**src/rtl/aud_dsp_playback.sv**
```systemverilog
// aud_dsp_playback: SRAM-to-DAC playback engine with fast/slow speed control and linear interpolation
module aud_dsp_playback #(
    parameter int ADDR_W    = 20,
    parameter int MAX_SPEED = 8
) (
    input  logic              i_clk,
    input  logic              i_rst,
    input  logic              i_daclrck,
    input  logic              i_start,
    input  logic              i_pause,
    input  logic              i_stop,
    input  logic              i_fast,
    input  logic              i_slow_0,
    input  logic              i_slow_1,
    input  logic [3:0]        i_speed,
    input  logic [ADDR_W-1:0] i_end_addr,
    output logic [ADDR_W-1:0] o_sram_addr,
    input  logic [15:0]       i_sram_data,
    output logic [15:0]       o_dac_data,
    output logic              o_en,
    output logic              o_done
);
    localparam logic [2:0] IDLE     = 3'd0;
    localparam logic [2:0] WAIT_LRC = 3'd1;
    localparam logic [2:0] FETCH0   = 3'd2;
    localparam logic [2:0] FETCH1   = 3'd3;
    localparam logic [2:0] DIV      = 3'd4;
    localparam logic [2:0] PAUSE    = 3'd5;
    localparam logic [ADDR_W:0] ONE = {{ADDR_W{1'b0}}, 1'b1};

    logic [2:0]        state;
    logic [2:0]        lrc;
    logic              frame;
    logic [ADDR_W:0]   addr, addr_inc, next_addr, end_ext;
    logic [3:0]        k, n, n_in, k_adv;
    logic              fast, slow0, slow1, pause_pend, wt, neg, adv, past, k_wrap, ge;
    logic [15:0]       p, c, qs;
    logic signed [16:0] d;
    logic signed [21:0] prod;
    logic [19:0]       mag, dq;
    logic [3:0]        rem;
    logic [4:0]        r2, cnt;

    assign frame = lrc[1] & ~lrc[2];

    // speed clamp, advance rules, interpolation product and one restoring-divider step
    always_comb begin
        n_in      = (i_speed == 4'd0) ? 4'd1 : (int'(i_speed) > MAX_SPEED) ? 4'(MAX_SPEED) : i_speed;
        end_ext   = {1'b0, i_end_addr};
        addr_inc  = addr + ONE;
        k_wrap    = (k == n - 4'd1);
        next_addr = fast ? addr + {{(ADDR_W-3){1'b0}}, n} : ((slow0 | slow1) && !k_wrap) ? addr : addr_inc;
        k_adv     = (slow0 | slow1) ? (k_wrap ? 4'd0 : k + 4'd1) : k;
        past      = next_addr > end_ext;
        d         = $signed({c[15], c}) - $signed({p[15], p});
        prod      = 22'(d) * 22'($signed({1'b0, k}));
        mag       = prod[21] ? 20'(-prod) : prod[19:0];
        r2        = {rem, dq[19]};
        ge        = r2 >= {1'b0, n};
        qs        = neg ? -dq[15:0] : dq[15:0];
        adv       = (state == FETCH0 && !slow1) || (state == DIV && cnt == 5'd21);
    end

    // two-flop synchronizer on the DAC LR clock plus a history flop for edge detection
    always_ff @(posedge i_clk or posedge i_rst) begin
        if (i_rst) lrc <= '0;
        else       lrc <= {lrc[1:0], i_daclrck};
    end

    // playback FSM: fetch, interpolate, advance, and pause/stop handling
    always_ff @(posedge i_clk or posedge i_rst) begin
        if (i_rst) begin
            state       <= IDLE;
            addr        <= '0;
            k           <= '0;
            n           <= '0;
            fast        <= 1'b0;
            slow0       <= 1'b0;
            slow1       <= 1'b0;
            pause_pend  <= 1'b0;
            wt          <= 1'b0;
            neg         <= 1'b0;
            p           <= '0;
            c           <= '0;
            dq          <= '0;
            rem         <= '0;
            cnt         <= '0;
            o_sram_addr <= '0;
            o_dac_data  <= '0;
            o_en        <= 1'b0;
            o_done      <= 1'b0;
        end else begin
            o_done <= 1'b0;
            if (i_stop) begin
                state       <= IDLE;
                addr        <= '0;
                k           <= '0;
                pause_pend  <= 1'b0;
                o_sram_addr <= '0;
                o_en        <= 1'b0;
                o_dac_data  <= '0;
            end else begin
                if (i_pause && (state == FETCH0 || state == FETCH1 || state == DIV)) pause_pend <= 1'b1;
                case (state)
                    IDLE: begin
                        o_en       <= 1'b0;
                        o_dac_data <= '0;
                        pause_pend <= 1'b0;
                        if (i_start) begin
                            addr        <= '0;
                            k           <= '0;
                            o_sram_addr <= '0;
                            o_en        <= 1'b1;
                            state       <= WAIT_LRC;
                        end
                    end
                    WAIT_LRC: begin
                        o_sram_addr <= addr[ADDR_W-1:0];
                        if (i_pause || pause_pend) begin
                            pause_pend <= 1'b0;
                            o_en       <= 1'b0;
                            o_dac_data <= '0;
                            state      <= PAUSE;
                        end else if (frame) begin
                            fast  <= i_fast;
                            slow1 <= ~i_fast & i_slow_1;
                            slow0 <= ~i_fast & ~i_slow_1 & i_slow_0;
                            n     <= n_in;
                            if (k >= n_in) k <= '0;
                            state <= FETCH0;
                        end
                    end
                    FETCH0: begin
                        p <= i_sram_data;
                        if (!slow1) o_dac_data <= i_sram_data;
                        else if (addr_inc > end_ext) begin
                            c     <= i_sram_data;
                            cnt   <= '0;
                            state <= DIV;
                        end else begin
                            o_sram_addr <= addr_inc[ADDR_W-1:0];
                            wt          <= 1'b1;
                            state       <= FETCH1;
                        end
                    end
                    FETCH1: begin
                        wt <= 1'b0;
                        if (!wt) begin
                            c     <= i_sram_data;
                            cnt   <= '0;
                            state <= DIV;
                        end
                    end
                    DIV: begin
                        cnt <= cnt + 5'd1;
                        if (cnt == 5'd0) begin
                            dq  <= mag;
                            neg <= prod[21];
                            rem <= '0;
                        end else if (cnt <= 5'd20) begin
                            dq  <= {dq[18:0], ge};
                            rem <= ge ? 4'(r2 - {1'b0, n}) : r2[3:0];
                        end else o_dac_data <= p + qs;
                    end
                    PAUSE: begin
                        if (i_start) begin
                            o_en  <= 1'b1;
                            state <= WAIT_LRC;
                        end
                    end
                    default: state <= IDLE;
                endcase
                if (adv) begin
                    addr        <= next_addr;
                    k           <= k_adv;
                    o_sram_addr <= next_addr[ADDR_W-1:0];
                    o_done      <= past;
                    state       <= past ? IDLE : WAIT_LRC;
                end
            end
        end
    end
endmodule

```
**config.mk**
```make
export PLATFORM = sky130hd
export DESIGN_NAME = aud_dsp_playback
export DESIGN_NICKNAME = d
export VERILOG_FILES = /design/src/rtl/aud_dsp_playback.sv
export SDC_FILE = /design/constraint.sdc
export NUM_CORES = 1
export LEC_CHECK = 0
export CORE_MARGIN = 3
export CORE_UTILIZATION = 55
export CTS_CLUSTER_SIZE = 12
export DETAILED_ROUTE_END_ITERATION = 6
export PLACE_DENSITY = 0.75
export SYNTH_ARGS = -nofsm -noshare
export SYNTH_HDL_FRONTEND = slang
export SYNTH_SLANG_ARGS = --single-unit
```
**constraint.sdc**
```tcl
create_clock -name i_clk -period 6.7 [get_ports i_clk]
set_input_delay 2.01 -clock i_clk [delete_from_list [all_inputs] [get_ports i_clk]]
set_output_delay 2.01 -clock i_clk [all_outputs]
set_load 0.02 [all_outputs]
```
==> results of run 1 <==
timing repair:
item / CTS / global route
endpoints found under the hold margin: 0 / 0
buffers inserted: 0 / 1
resized for setup: 0 / 14
endpoints found under the setup margin: 0 / 20
state kept, by name, summed over array words and instances, names as in the netlist:
register and count:
addr 21, o_done 1, lrc 3, slow1 1, state 3, o_en 1, wt 1, neg 1
pause_pend 1, dq 20, o_dac_data 16, c 16, p 16, fast 1, n 4, cnt 5
slow0 1, o_sram_addr 20, rem 4, k 4
how the worst max path moves through the flow:
stage / end / startpoint / depth (start not counted)
after floorplan: dq[13]$_DFFE_PP0P_ / p[1]$_DFFE_PP0P_ / 27
after global placement: dq[10]$_DFFE_PP0P_ / p[0]$_DFFE_PP0P_ / 25
after detailed placement: dq[10]$_DFFE_PP0P_ / p[1]$_DFFE_PP0P_ / 28
after CTS: dq[13]$_DFFE_PP0P_ / p[1]$_DFFE_PP0P_ / 26
after global routing: dq[17]$_DFFE_PP0P_ / p[1]$_DFFE_PP0P_ / 27
final: dq[17]$_DFFE_PP0P_ / p[1]$_DFFE_PP0P_ / 27
cell families (layout without fill, tap and decap cells):
kind of cell,Yosys count,count (layout),synth area share (%)
xor gates and xnor gates,117,117,7.84
buffers and inverters,227,292,6.44
muxes,49,49,3.96
and+or+nand+nor,537,537,18.9
DFF,140,140,26.1
adders and majority gates,172,172,18.2
AOI/OAI and AO/OA,383,383,18.6
worst register-to-register path, cell delays in order, from the launching register on:
cell      delay (ns)
dfrtp_1         0.41
inv_1           0.14
ha_1            0.25
nor2b_1         0.13
o21ai_1         0.16
a21boi_0        0.14
o21ai_1         0.18
a21oi_1         0.12
o21ai_0         0.16
nand2b_1        0.07
a21oi_1         0.17
xnor2_1         0.12
and2_1          0.17
ha_1            0.31
fa_1            0.54
inv_1           0.05
fa_1            0.57
inv_1           0.06
ha_1            0.25
or2_2           0.29
o41a_1          0.40
buf_4           0.17
or3_4           0.35
a221oi_4        0.30
nand4_4         0.18
o31ai_4         0.28
xnor2_1         0.14
o221ai_1        0.12
cell type report:
type	instances	area, sq um	share of cell area, %
clock buffer	17	425	2.78
clock inverter	15	188	1.23
inverter	155	587	3.84
multi-input combinational	1258	9180	60.0
sequential	140	3500	22.9
tap	319	399	2.61
timing repair buffer	105	1000	6.57
cell usage after synthesis, drive strengths merged (3+ instances only):
master,number
nor4,7
ha,133
a22oi,21
o31a,3
xor2,48
a31oi,12
nand2,214
mux2i,16
a31o,6
nor2,105
nand2b,16
nand3,37
nand4,17
nand3b,3
clkbuf,63
o21a,16
dfrtp,140
a21o,38
or2,9
o41a,3
a211oi,5
a22o,4
nor3,28
o22ai,4
and2,47
and3,8
a221oi,3
o21ai,127
o221ai,21
nor2b,26
buf,9
mux2,33
and4,4
a21boi,3
o31ai,16
fa,39
o41ai,8
a21oi,73
nor3b,3
xnor2,67
or3,6
inv,155
power groups by stage:
stage / Combinational (uW) / Clock, uW / Sequential, uW
4_1_cts: 1790 / 1010 / 1150
6_report: 1860 / 1010 / 1150
5_1_grt: 2060 / 1060 / 1170
2_1_floorplan: 1280 / 0 / 1110
3_5_place_dp: 1760 / 0 / 1160
3_3_place_gp: 1730 / 0 / 1150
through the flow:
stage	cell area, sq um	setup slack, ns	hold slack (ns)	std cells
floorplan	13400	0.711	0.331	1625
global placement	14600	0.192	0.337	1976
detailed placement	14600	0.0869	0.350	1976
CTS	15200	0.00141	0.362	2008
global route	15300	-0.0298	0.362	2009
finish	15300	0.326	0.358	2009
metal layers:
layer / part of all wire (%) / vias to the layer above / GRT usage [%]
li1: - / 5707 / -
met1: 47 / 5584 / 40.9
met2: 42 / 469 / 38.6
met3: 8.8 / 50 / 5.85
met4: 1.6 / 0 / 5.97
met5: 0 / - / 0
cells in the final DEF (no fill, tap or decap), drive strengths merged, types with 7 or more instances in the layout:
cell,Yosys,final
dfrtp,140,140
mux2i,16,16
a21o,38,38
nand4,17,17
a31oi,12,12
xnor2,67,67
xor2,48,48
or2,9,9
and2,47,47
a22oi,21,21
o21a,16,16
nor3,28,28
clkdlybuf4s50,0,86
nand3,37,37
nor2b,26,26
nor2,105,105
o21ai,127,127
ha,133,133
and3,8,8
mux2,33,33
fa,39,39
o41ai,8,8
inv,155,158
clkbuf,63,17
nor4,7,7
o31ai,16,16
nand2,214,214
nand2b,16,16
buf,9,19
o221ai,21,21
a21oi,73,73
==> flow_summary.ini, run 1 <==
[outcome]
status = complete, no violations

[routing]
routedWlPerCell_microns = 17.4
antenna_left = 0
drt-total-wl_mm = 34.9
drc = 0
drt_iter0_markers = 1170
viasPerCell = 5.88
vias = 11800
dr.pass1.iters = 5

[critical_path]
worstRegToRegCells = 27
critPathMaxFanout = 5
slowest_stage = fa_1
path_delay_family = compound AO/OA/AOI/OAI gates
cp-start-kind = register
path_buf_inv = 4
worst-r2r-setup-slack_ns = 0.33
cp.arrival_ns = 6.66
r2r-end = dq[17]$_DFFE_PP0P_
rr_startpoint = p[1]$_DFFE_PP0P_
crit_type = reg -> reg
end_kind = register
crit_path_max_incr_delay_ns = 0.57
crit_required_ns = 6.99

[sta]
final_hold_viol_count = 0
slew_headroom_pct = 23.5
drv_slew = 0
finClkSkew_ns = 0.0120
period_needed_ns = 6.37
finalSetupViolCount = 0
fmax_mhz = 157
finalCritPeriodShare_pct = 95.1
tightest_slew_ns = 1.13
final.setup.tns_ns = 0

[synth]
yosys.area.top_type = dfrtp_1
ys_seq_area_share_pct = 26.1
avgSynthCellArea_sq_um = 8.27
postSynth.asyncResetShare_pct = 100
yosysTopAreaCellShare_pct = 26.1
synth.area.top_cells = dfrtp_1 (26%), ha_1 (12%), nand2_1 (5.9%)
synthFlopType = dfrtp_1
syn_inst = 1625
syn_nets = 1846
ys_seq_elements = 140
synth.cell_area_sq_mm = 0.0134
yosys_warnings = 0
synth_edf_count = 0
synth.distinct_cells = 80

[placement]
dp_hpwl_mm = 25.8
gp_congestion = 0.918
port_buffers = 86

[floorplan]
fp.dieH_microns = 162
core_region_area_sq_mm = 0.0238
start_util_pct = 56.6
design.die.area_sq_mm = 0.0264
die_w_microns = 162
pin_count = 87
num_rows = 56

[layout]
antenna_cells = 0
area_growth_pct = 13.7
layout-drive-gt1-share_pct = 7.40
fillers = 1966
finish.net_count = 1898
final_util_pct = 64.3

[worst_hold_path]
holdPathEnd = lrc[1]$_DFF_PP0_
hp-class = reg -> reg
hp-start = lrc[0]$_DFF_PP0_
hold_path_depth = 0

[power]
power.density_mw_per_mm2 = 263
power_frac_clock_pct = 25.0
power_frac_seq_pct = 28.6
sw_frac_of_total_pct = 42.5
pwr-share-comb_pct = 46.3
p_int_uw = 2310
switchingPower_uw = 1710
ir_drop_uv = 187
leakagePower_uw = 0.00738
finalPower_uw = 4020

[clock_tree]
cts_made_buffers = 17
cts_tree = yes
cts-root-buf = clkbuf_16
clkSinkCount = 140
ctsLongestPathBuffers = 2
clkLatencyLatePin_ns = 0.44
cts_hold_buf = 0
path_clk_slew_ns = 0.07
htreeDepth = 4

[grt]
grt-ovfl-total = 0
grt_usage_pct = 26.7
antenna_found_initial = 0
grt_pass1_wl_mm = 57.3
grt_pass1_vias = 11200
grt_max_degree = 102

[run]
cap_viol_max_count = 0
No activity file was read; power rests on OpenSTA's default activity.
==> inputs of run 2 (changes only) <==
--- a/config.mk
+++ b/config.mk
@@ -10,6 +10,7 @@
 export CTS_CLUSTER_SIZE = 12
 export DETAILED_ROUTE_END_ITERATION = 6
 export PLACE_DENSITY = 0.75
+export SLEW_MARGIN = 20
 export SYNTH_ARGS = -nofsm -noshare
 export SYNTH_HDL_FRONTEND = slang
 export SYNTH_SLANG_ARGS = --single-unit
==> flow_summary.ini, run 2 (same netlist as run 1, synthesis figures left out) <==
[outcome]
status = complete, no violations

[layout]
reg_top3 = addr (21), dq (20), o_sram_addr (20)
antenna_cells = 0
top_register = addr
final_util_pct = 64.4
layout-drive-gt1-share_pct = 7.51
fillers = 1963
finish.net_count = 1899
area_growth_pct = 13.8
layout_common_cells = nand2_1 (213), inv_1 (154), dfrtp_1 (140), ha_1 (132), o21ai_0 (120)
largest_reg_flops = 21
final_common_cell = nand2_1

[critical_path]
crit_type = reg -> reg
worstSetupStartpoint = p[1]$_DFFE_PP0P_
end_kind = register
cp-start-kind = register
rr_startpoint = p[1]$_DFFE_PP0P_
crit_required_ns = 6.99
cp.arrival_ns = 6.67
critPathMaxFanout = 5

[power]
power.density_mw_per_mm2 = 263
leakagePower_uw = 0.00739
finalPower_uw = 4030
ir_drop_uv = 186

[grt]
grt_max_degree = 102
antenna_found_initial = 0
grt_usage_pct = 26.7
grt-ovfl-total = 0
grt_pass1_vias = 11200
grt_pass1_wl_mm = 57.3

[clock_tree]
cts-root-buf = clkbuf_16
htreeDepth = 4
clkLatencyLatePin_ns = 0.43
cts_made_buffers = 17
ctsLongestPathBuffers = 2
cts_tree = yes
cts_hold_buf = 0
path_clk_slew_ns = 0.07
clkSinkCount = 140

[floorplan]
fp.dieH_microns = 162
num_rows = 56
die_w_microns = 162
start_util_pct = 56.6
design.die.area_sq_mm = 0.0264
pin_count = 87
core_region_area_sq_mm = 0.0238

[sta]
finalCritPeriodShare_pct = 95.2
tightest_slew_ns = 0.944
finClkSkew_ns = 0.0114
whs_ns = 0.356
drv_slew = 0
finalSetupViolCount = 0
final_hold_viol_count = 0
final.setup.tns_ns = 0
period_needed_ns = 6.38
slew_headroom_pct = 37.1
fmax_mhz = 157

[placement]
port_buffers = 86
dp_hpwl_mm = 25.8
gp_congestion = 0.918

[routing]
drc = 0
drt_iter0_markers = 1059
vias = 11800
dr.pass1.iters = 5
antenna_left = 0
routedWlPerCell_microns = 17.3
drt-total-wl_mm = 34.8
viasPerCell = 5.87

[worst_hold_path]
hp-class = reg -> reg
hp-start = lrc[0]$_DFF_PP0_

[run]
cap_viol_max_count = 0
-- run 2: cell count changes in the layout (fill, tap and decap cells not counted), sizes merged --
cell	previous run	this run
buf	19	20
-- run 2: path summary, 6_finish.rpt --
check	end	slack (ns)	cells past startpoint
hold reg to reg	lrc[1]$_DFF_PP0_	0.36	0
setup / recovery	dq[17]$_DFFE_PP0P_	0.32	27
hold / removal	lrc[1]$_DFF_PP0_	0.36	0
max in group asynchronous	addr[7]$_DFFE_PP0P_	3.42	3
setup reg to reg	dq[17]$_DFFE_PP0P_	0.32	27
min in group asynchronous	o_dac_data[2]$_DFFE_PP0P_	2.16	2
-- run 2: through the flow --
step,area [sq um],setup WS (ns),std cells
2_1_floorplan,13400,0.711,1625
3_3_place_gp,14600,0.192,1976
3_5_place_dp,14600,0.0869,1976
4_1_cts,15200,0.00141,2008
5_1_grt,15300,-0.0298,2010
6_report,15300,0.320,2010
-- run 2: repair_timing --
action / in CTS / in global routing
gates resized for setup: 0 / 14
buffers inserted: 0 / 1
endpoints found under the setup margin: 0 / 20
-- run 2: worst max-delay path, cell delays in order, from the launching register on --
cell	delay, ns
dfrtp_1	0.41
inv_1	0.14
ha_1	0.25
nor2b_1	0.13
o21ai_1	0.15
a21boi_0	0.14
o21ai_1	0.18
a21oi_1	0.12
o21ai_0	0.16
nand2b_1	0.07
a21oi_1	0.17
xnor2_1	0.12
and2_1	0.17
ha_1	0.31
fa_1	0.54
inv_1	0.06
fa_1	0.57
inv_1	0.06
ha_1	0.25
or2_2	0.29
o41a_1	0.40
buf_4	0.17
or3_4	0.34
a221oi_4	0.30
nand4_4	0.18
o31ai_4	0.28
xnor2_1	0.14
o221ai_1	0.12
-- run 2: per-layer routing --
layer / global-route usage [%] / routed length, microns / vias to the layer above
met5: 0 / 0 / -
met4: 5.97 / 519 / 0
met3: 5.85 / 3130 / 42
met2: 38.6 / 14700 / 456
met1: 40.9 / 16400 / 5592
li1: - / - / 5708
-- run 2: cell type report --
type / count / area, sq um / share of cell area, %
clock inverters: 15 / 188 / 1.23
multi-input cells: 1258 / 9180 / 60.0
inverters: 155 / 587 / 3.84
flip-flops and latches: 140 / 3500 / 22.9
well taps: 319 / 399 / 2.61
repair buffers: 106 / 1010 / 6.63
clock buffers: 17 / 425 / 2.78
-- run 2: power breakdown --
part	leakage, uW	total, uW	switching (uW)	internal (uW)
Clock	0.000290	1000	413	591
Sequential	0.00186	1150	154	996
Combinational	0.00524	1870	1140	726
Total	0.00739	4030	1710	2310
